File: config.mk
export PLATFORM = sky130hd
export DESIGN_NAME = uart_rx_frame_flat
export DESIGN_NICKNAME = d
export VERILOG_FILES = /design/src/rtl/uart_rx_frame_if.sv /design/src/rtl/uart_rx_frame.sv /design/src/flat_wrapper.sv
export SDC_FILE = /design/constraint.sdc
export NUM_CORES = 1
export LEC_CHECK = 0
export ABC_AREA = 1
export CORE_MARGIN = 2
export CORE_UTILIZATION = 50
export CTS_CLUSTER_DIAMETER = 60
export DETAILED_ROUTE_END_ITERATION = 8
export HOLD_SLACK_MARGIN = 0.1
export PLACE_DENSITY_LB_ADDON = 0.15
export SYNTH_ARGS = -nofsm -noshare
export SYNTH_HDL_FRONTEND = slang
export SYNTH_SLANG_ARGS = --single-unit
File: constraint.sdc
create_clock -name clk -period 2.1 [get_ports clk]
set_clock_uncertainty 0.05 [all_clocks]
set_input_delay 0.315 -clock clk [delete_from_list [all_inputs] [get_ports clk]]
set_output_delay 0.315 -clock clk [all_outputs]
set_load 0.05 [all_outputs]
File: src/rtl/uart_rx_frame_if.sv
// RX framer output bundle: received byte, frame strobe and status.
// master = framer side, slave = RX FIFO / register stage side.
interface uart_rx_frame_if #(
  parameter int DATA_W = 8
);
  logic [DATA_W-1:0] o_data;
  logic              o_valid;
  logic              o_parity_err;
  logic              o_frame_err;
  logic              o_busy;

  modport master (
    output o_data,
    output o_valid,
    output o_parity_err,
    output o_frame_err,
    output o_busy
  );

  modport slave (
    input o_data,
    input o_valid,
    input o_parity_err,
    input o_frame_err,
    input o_busy
  );
endinterface

File: src/rtl/uart_rx_frame.sv
// UART RX framer: syncs i_rx, deframes start/data/parity/stop on i_tick.
// Ports: clk, rst_n, i_tick, i_rx, frame config inputs, rx_out (bundle).
module uart_rx_frame #(
  parameter int SYNC_STAGES = 2,
  parameter int DATA_W      = 8
) (
  input  logic       clk,
  input  logic       rst_n,
  input  logic       i_tick,
  input  logic       i_rx,
  input  logic       i_parity_en,
  input  logic       i_parity_even,
  input  logic [3:0] i_data_len,
  input  logic [1:0] i_stop_len,
  input  logic [4:0] i_osm,
  input  logic [3:0] i_smp_nth,
  uart_rx_frame_if.master rx_out
);
  localparam int BW = $clog2(DATA_W);

  typedef enum logic [2:0] {
    IDLE, START, DATA, PARITY, STOP
  } state_t;

  state_t state, state_n;

  logic [SYNC_STAGES-1:0] sync_q;
  logic rx_s, rx_d, fall;

  logic       par_en, par_even, stop2;
  logic [3:0] dlen;
  logic [4:0] osm;
  logic [3:0] smp;

  logic [4:0]        tick_cnt;
  logic [BW-1:0]     bit_cnt;
  logic              stop_cnt;
  logic [DATA_W-1:0] shreg;
  logic              par_err, frm_err;

  logic [DATA_W-1:0] data_q;
  logic valid_q, pe_q, fe_q;

  logic [3:0] dlen_c;
  logic smp_hit, wrap, last_bit, last_stop, par_exp;

  assign rx_s = sync_q[SYNC_STAGES-1];
  assign fall = rx_d & ~rx_s;

  assign dlen_c = (i_data_len < 4'd5) ? 4'd5 :
                  (i_data_len > 4'd8) ? 4'd8 :
                  i_data_len;

  assign smp_hit = i_tick && (tick_cnt == {1'b0, smp});
  assign wrap    = i_tick && (tick_cnt == osm - 5'd1);

  assign last_bit  = ({{(4-BW){1'b0}}, bit_cnt} == dlen - 4'd1);
  assign last_stop = stop2 ? stop_cnt : 1'b1;
  assign par_exp   = (^shreg) ^ ~par_even;

  always_comb begin
    state_n = state;
    case (state)
      IDLE:   if (fall) state_n = START;
      START: begin
        if (smp_hit && rx_s) state_n = IDLE;
        else if (wrap)       state_n = DATA;
      end
      DATA:   if (wrap && last_bit)
                state_n = par_en ? PARITY : STOP;
      PARITY: if (wrap) state_n = STOP;
      STOP:   if (smp_hit && last_stop) state_n = IDLE;
      default: state_n = IDLE;
    endcase
  end

  always_ff @(posedge clk or negedge rst_n) begin
    if (!rst_n) begin
      state    <= IDLE;
      sync_q   <= '1;
      rx_d     <= 1'b1;
      par_en   <= 1'b0;
      par_even <= 1'b0;
      stop2    <= 1'b0;
      dlen     <= 4'd8;
      osm      <= 5'd16;
      smp      <= 4'd0;
      tick_cnt <= '0;
      bit_cnt  <= '0;
      stop_cnt <= 1'b0;
      shreg    <= '0;
      par_err  <= 1'b0;
      frm_err  <= 1'b0;
      data_q   <= '0;
      valid_q  <= 1'b0;
      pe_q     <= 1'b0;
      fe_q     <= 1'b0;
    end else begin
      sync_q  <= {sync_q[SYNC_STAGES-2:0], i_rx};
      rx_d    <= rx_s;
      state   <= state_n;
      valid_q <= 1'b0;

      if (i_tick && state != IDLE)
        tick_cnt <= wrap ? 5'd0 : tick_cnt + 5'd1;

      case (state)
        IDLE: if (fall) begin
          par_en   <= i_parity_en;
          par_even <= i_parity_even;
          stop2    <= (i_stop_len != 2'd0);
          dlen     <= dlen_c;
          osm      <= i_osm;
          smp      <= i_smp_nth;
          tick_cnt <= '0;
          bit_cnt  <= '0;
          stop_cnt <= 1'b0;
          shreg    <= '0;
          par_err  <= 1'b0;
          frm_err  <= 1'b0;
        end
        DATA: begin
          if (smp_hit) shreg[bit_cnt] <= rx_s;
          if (wrap && !last_bit) bit_cnt <= bit_cnt + 1'b1;
        end
        PARITY: begin
          if (smp_hit) par_err <= (rx_s != par_exp);
          if (wrap) stop_cnt <= 1'b0;
        end
        STOP: begin
          if (smp_hit) begin
            frm_err <= frm_err | ~rx_s;
            // Leave on the last stop sample to resync early.
            if (last_stop) begin
              valid_q <= 1'b1;
              data_q  <= shreg;
              pe_q    <= par_err;
              fe_q    <= frm_err | ~rx_s;
            end
          end
          if (wrap) stop_cnt <= 1'b1;
        end
        default: ;
      endcase
    end
  end

  assign rx_out.o_data       = data_q;
  assign rx_out.o_valid      = valid_q;
  assign rx_out.o_parity_err = pe_q;
  assign rx_out.o_frame_err  = fe_q;
  assign rx_out.o_busy       = (state != IDLE);
endmodule

File: src/flat_wrapper.sv
// flat-port wrapper written by rule: the top's interface ports become plain ports
module uart_rx_frame_flat 
#(
  parameter int SYNC_STAGES = 2,
  parameter int DATA_W      = 8
)
  (clk, rst_n, i_tick, i_rx, i_parity_en, i_parity_even, i_data_len, i_stop_len, i_osm, i_smp_nth, rx_out_o_data, rx_out_o_valid, rx_out_o_parity_err, rx_out_o_frame_err, rx_out_o_busy);
  uart_rx_frame_if #(.DATA_W(DATA_W)) rx_out_i ();
  input  logic clk;
  input  logic rst_n;
  input  logic i_tick;
  input  logic i_rx;
  input  logic i_parity_en;
  input  logic i_parity_even;
  input  logic [3:0] i_data_len;
  input  logic [1:0] i_stop_len;
  input  logic [4:0] i_osm;
  input  logic [3:0] i_smp_nth;
  output wire logic [$bits(rx_out_i.o_data)-1:0] rx_out_o_data;
  output wire logic [$bits(rx_out_i.o_valid)-1:0] rx_out_o_valid;
  output wire logic [$bits(rx_out_i.o_parity_err)-1:0] rx_out_o_parity_err;
  output wire logic [$bits(rx_out_i.o_frame_err)-1:0] rx_out_o_frame_err;
  output wire logic [$bits(rx_out_i.o_busy)-1:0] rx_out_o_busy;
  assign rx_out_o_data = rx_out_i.o_data;
  assign rx_out_o_valid = rx_out_i.o_valid;
  assign rx_out_o_parity_err = rx_out_i.o_parity_err;
  assign rx_out_o_frame_err = rx_out_i.o_frame_err;
  assign rx_out_o_busy = rx_out_i.o_busy;
  uart_rx_frame #(.SYNC_STAGES(SYNC_STAGES), .DATA_W(DATA_W)) u_core (.clk(clk), .rst_n(rst_n), .i_tick(i_tick), .i_rx(i_rx), .i_parity_en(i_parity_en), .i_parity_even(i_parity_even), .i_data_len(i_data_len), .i_stop_len(i_stop_len), .i_osm(i_osm), .i_smp_nth(i_smp_nth), .rx_out(rx_out_i));
endmodule
==> results of run 1 <==
[cells in the final DEF (no fill, tap or decap), drive strengths merged]
cell type      instances
xnor2                  7
xor2                   5
clkbuf                 7
bufinv                 1
a31o                   1
o22ai                  2
nand4                  1
ha                     4
nor2                  48
buf                   10
nand3                 26
inv                   51
nor3                   8
o21ai                 33
dfstp                  5
nand2                116
dfrtp                 47
dlygate4sd3            1
clkdlybuf4s50         30
o31ai                  1
or2                    2
a21oi                 14
[through the flow]
| step | hold WS, ps | instance area [um2] |
|---|---|---|
| after CTS | 317 | 3370 |
| after floorplan | -30.6 | 2840 |
| after detailed placement | 305 | 3250 |
| after global routing | 325 | 3390 |
| final | 317 | 3390 |
| after global placement | 297 | 3250 |
[worst reg2reg max path, delay by kind of cell (launching register included)]
family	cells	cell delay, ps
and+or+nand+nor	11	1030
DFF	1	390
adders and majority gates	1	220
buffers and inverters	1	100
[metal layers]
| metal | GRT usage [%] | wire [um] | vias up |
|---|---|---|---|
| li1 | - | - | 1266 |
| met5 | 0 | 0 | - |
| met1 | 28.1 | 2630 | 1103 |
| met2 | 34.6 | 2710 | 68 |
| met3 | 4.30 | 297 | 12 |
| met4 | 8.10 | 109 | 0 |
[area by class of cell]
| cell class | instances | area, um2 | share of cell area [%] |
|---|---|---|---|
| well taps | 72 | 90.1 | 2.66 |
| flip-flops and latches | 52 | 1310 | 38.6 |
| clock buffers | 7 | 76.3 | 2.25 |
| multi-input cells | 268 | 1310 | 38.7 |
| repair buffers | 41 | 383 | 11.3 |
| clock inverters | 1 | 30.0 | 0.886 |
| inverters | 51 | 191 | 5.65 |
[path summary, 6_finish.rpt]
kind,endpoint,slack [ps],cells past startpoint,start
min in group asynchronous,u_core.rx_out.o_valid$_DFF_PN0_,590,3,rst_n
worst min register to register,u_core.sync_q[1]$_DFF_PN1_,320,0,u_core.sync_q[0]$_DFF_PN1_
worst max-delay path,u_core.state[0]$_DFFE_PN0P_,200,13,u_core.osm[0]$_DFFE_PN0P_
worst max register to register,u_core.state[0]$_DFFE_PN0P_,200,13,u_core.osm[0]$_DFFE_PN0P_
worst min-delay path,u_core.sync_q[1]$_DFF_PN1_,320,0,u_core.sync_q[0]$_DFF_PN1_
max in group asynchronous,u_core.state[1]$_DFFE_PN0P_,980,3,rst_n
[power by group through the flow]
stage	logic (mW)	registers, mW	clock network [mW]
6_report	0.693	1.25	0.666
5_1_grt	0.816	1.28	0.737
4_1_cts	0.691	1.25	0.693
3_5_place_dp	0.683	1.27	0
3_3_place_gp	0.664	1.27	0
2_1_floorplan	0.522	1.24	0
[cells by family after synthesis]
kind of cell	Yosys count	share of synthesized area, %
flops	52	46.0
xor+xnor	12	3.70
buf+inv	59	8.37
simple gates	201	30.1
compound gates	51	10.1
fa+ha+maj	4	1.76
[registers in the layout (all words and copies together) (netlist names), 2 cells and up]
name                  flops
u_core.sync_q             2
u_core.rx_out.o_data      8
u_core.dlen               4
u_core.shreg              8
u_core.state              3
u_core.osm                5
u_core.tick_cnt           5
u_core.smp                4
u_core.bit_cnt            3
[timing repair]
action	in CTS	in global routing
endpoints found under the hold margin	36	0
setup endpoints to repair	0	10
buffers inserted	0	1
resized for setup	0	6
hold buffers	1	0
==> summary.md, run 1 <==
| Metric | Value |
|---|---|
| Status | finished, final reports clean |
| Share of the yosys chip area belonging to registers | 46.0% |
| Routed wire length | 5750 um |
| Layout cells sized above 1 | 13.8% |
| Mapped Cells | 379 |
| Net Count, Synth | 404 |
| Combinational power share | 26.5% |
| WP data arrival | 2050 ps |
| Worst Path Max Fanout | 6 |
| 1st-pass router iterations | 4 |
| H-tree levels | 2 |
| Async SR Flop Fraction | 100% |
| Top-count cell post-synth | nand2_1 |
| Worst Path Class, Setup | register to register |
| Clock power share | 25.5% |
| Non-Filler Instances | 492 |
| Minimum clock period | 1900 ps |
| Diode count | 0 |
| Avg WL per Cell | 11.7 um |
| Pwr per Cell Area | 771 mW/mm2 |
| # clock sinks | 52 |
| Leakage Power | 1.65 nW |
| Initial antenna violation count | 0 |
| CTS Buf Count | 5 |
| Initial drt markers | 166 |
| CP cell instances | inv_1 -> ha_1 -> nand2_1 -> nor2_1 -> nand2_1 -> nand2_1 -> nand2_1 -> nor2_4 -> nor2_1 -> nor2_2 -> nand3_1 -> nand2_1 -> nand2_1 |
| Yosys top cell by area | dfrtp_1 |
| Sw frac | 33.0% |
| Clock Latency Late Sink | 300 ps |
| F_max | 527 MHz |
| Type of the tightest min-delay check | register to register |
| Flops & latches, synth | 52 |
| Synthesized area | 0.00284 mm2 |
| CP top delay family | simple AND/OR/NAND/NOR gates |
| Largest net degree at the start of global routing | 53 |
| Avg Synthesized Cell Area | 7.50 um2 |
| Via count | 2449 |
| Setup WS post-layout | 202 ps |
| Placed cell count | 482 |
| Sequential power share | 48.0% |
| NetSw | 862 uW |
| Detail Placement HPWL | 4270 um |
| Number of synthesized flops with an enable pin | 0 |
| Initial Util | 51.6% |
| CP startpoint kind | register |
| Port bufs | 32 |
| Area share of the largest cell type after synthesis | 41.4% |
| Final Cycle Share | 90.4% |
| WP buf/inv | 1 |
| Total power | 2.61 mW |
| Hold Violations, Final | 0 |
| Critical-path top delay cell | dfrtp_1 |
| Total gr overflow | 0 |
| Max-Cap Viols | 0 |
| Largest incremental delay on the critical path | 390 ps |
| Worst slack at placement | 100 ps |
| CP Capture Type | register |
| TritonCTS clock tree | done |
| IO Pins | 33 |
| Row count | 27 |
| Vias in the first global route | 2407 |
| Final setup viols | 0 |
| Post-Route Utilization | 61.6% |
| Die height | 79.4 um |
| All-Layer GR Usage | 21.3% |
| Via density per instance | 4.98 |
| CTS root buf | clkbuf_8 |
| Drt drc | 0 |
| Core box area | 0.00551 mm2 |
| Max rail drop VDD | 556 uV |
| Final ANT Viol Nets | 0 |
| Most frequent CP cell | nand2_1 |
| GP Congestion | 0.942 |
| Slew of the pin with the lowest slew margin | 635 ps |
| Fillers | 521 |
| P_int | 1.75 mW |
| Top FF cell, synth | dfrtp_1 |
| Clk slew on worst S/H paths | 90 ps |
| NumNets Final | 444 |
| Horiz. Die Dim | 79.4 um |
| Yosys Warn Count | 0 |
| Final setup TNS | 0 ps |
| Final Max Tran Viols | 0 |
| Worst rel slew slack | 57.7% |
| Max Root-Sink Buffers | 2 |
| Post-synthesis cell type count | 29 |
| Synth top cells by count | nand2_1 (113), dfrtp_1 (47), inv_1 (40) |
| Critical Path RT | 2250 ps |
| Global-route wire length before repair | 10600 um |
| Top cells by area, synth | dfrtp_1 (41%), nand2_1 (15%), inv_1 (5.3%), nor2_1 (5.2%), dfstp_2 (4.6%) |
| Layout area overhead | 19.3% |
| DIE AREA | 0.00630 mm2 |
Power figures use the tool's default switching activity.
==> inputs of run 2 (changes only) <==
--- a/config.mk
+++ b/config.mk
@@ -6,6 +6,8 @@
 export NUM_CORES = 1
 export LEC_CHECK = 0
 export ABC_AREA = 1
+export ABC_CLOCK_PERIOD_IN_PS = 2100
+export CAP_MARGIN = 20
 export CORE_MARGIN = 2
 export CORE_UTILIZATION = 50
 export CTS_CLUSTER_DIAMETER = 60
==> results of run 2 <==
Final layout, timing and power as in run 1 (identical DEF).
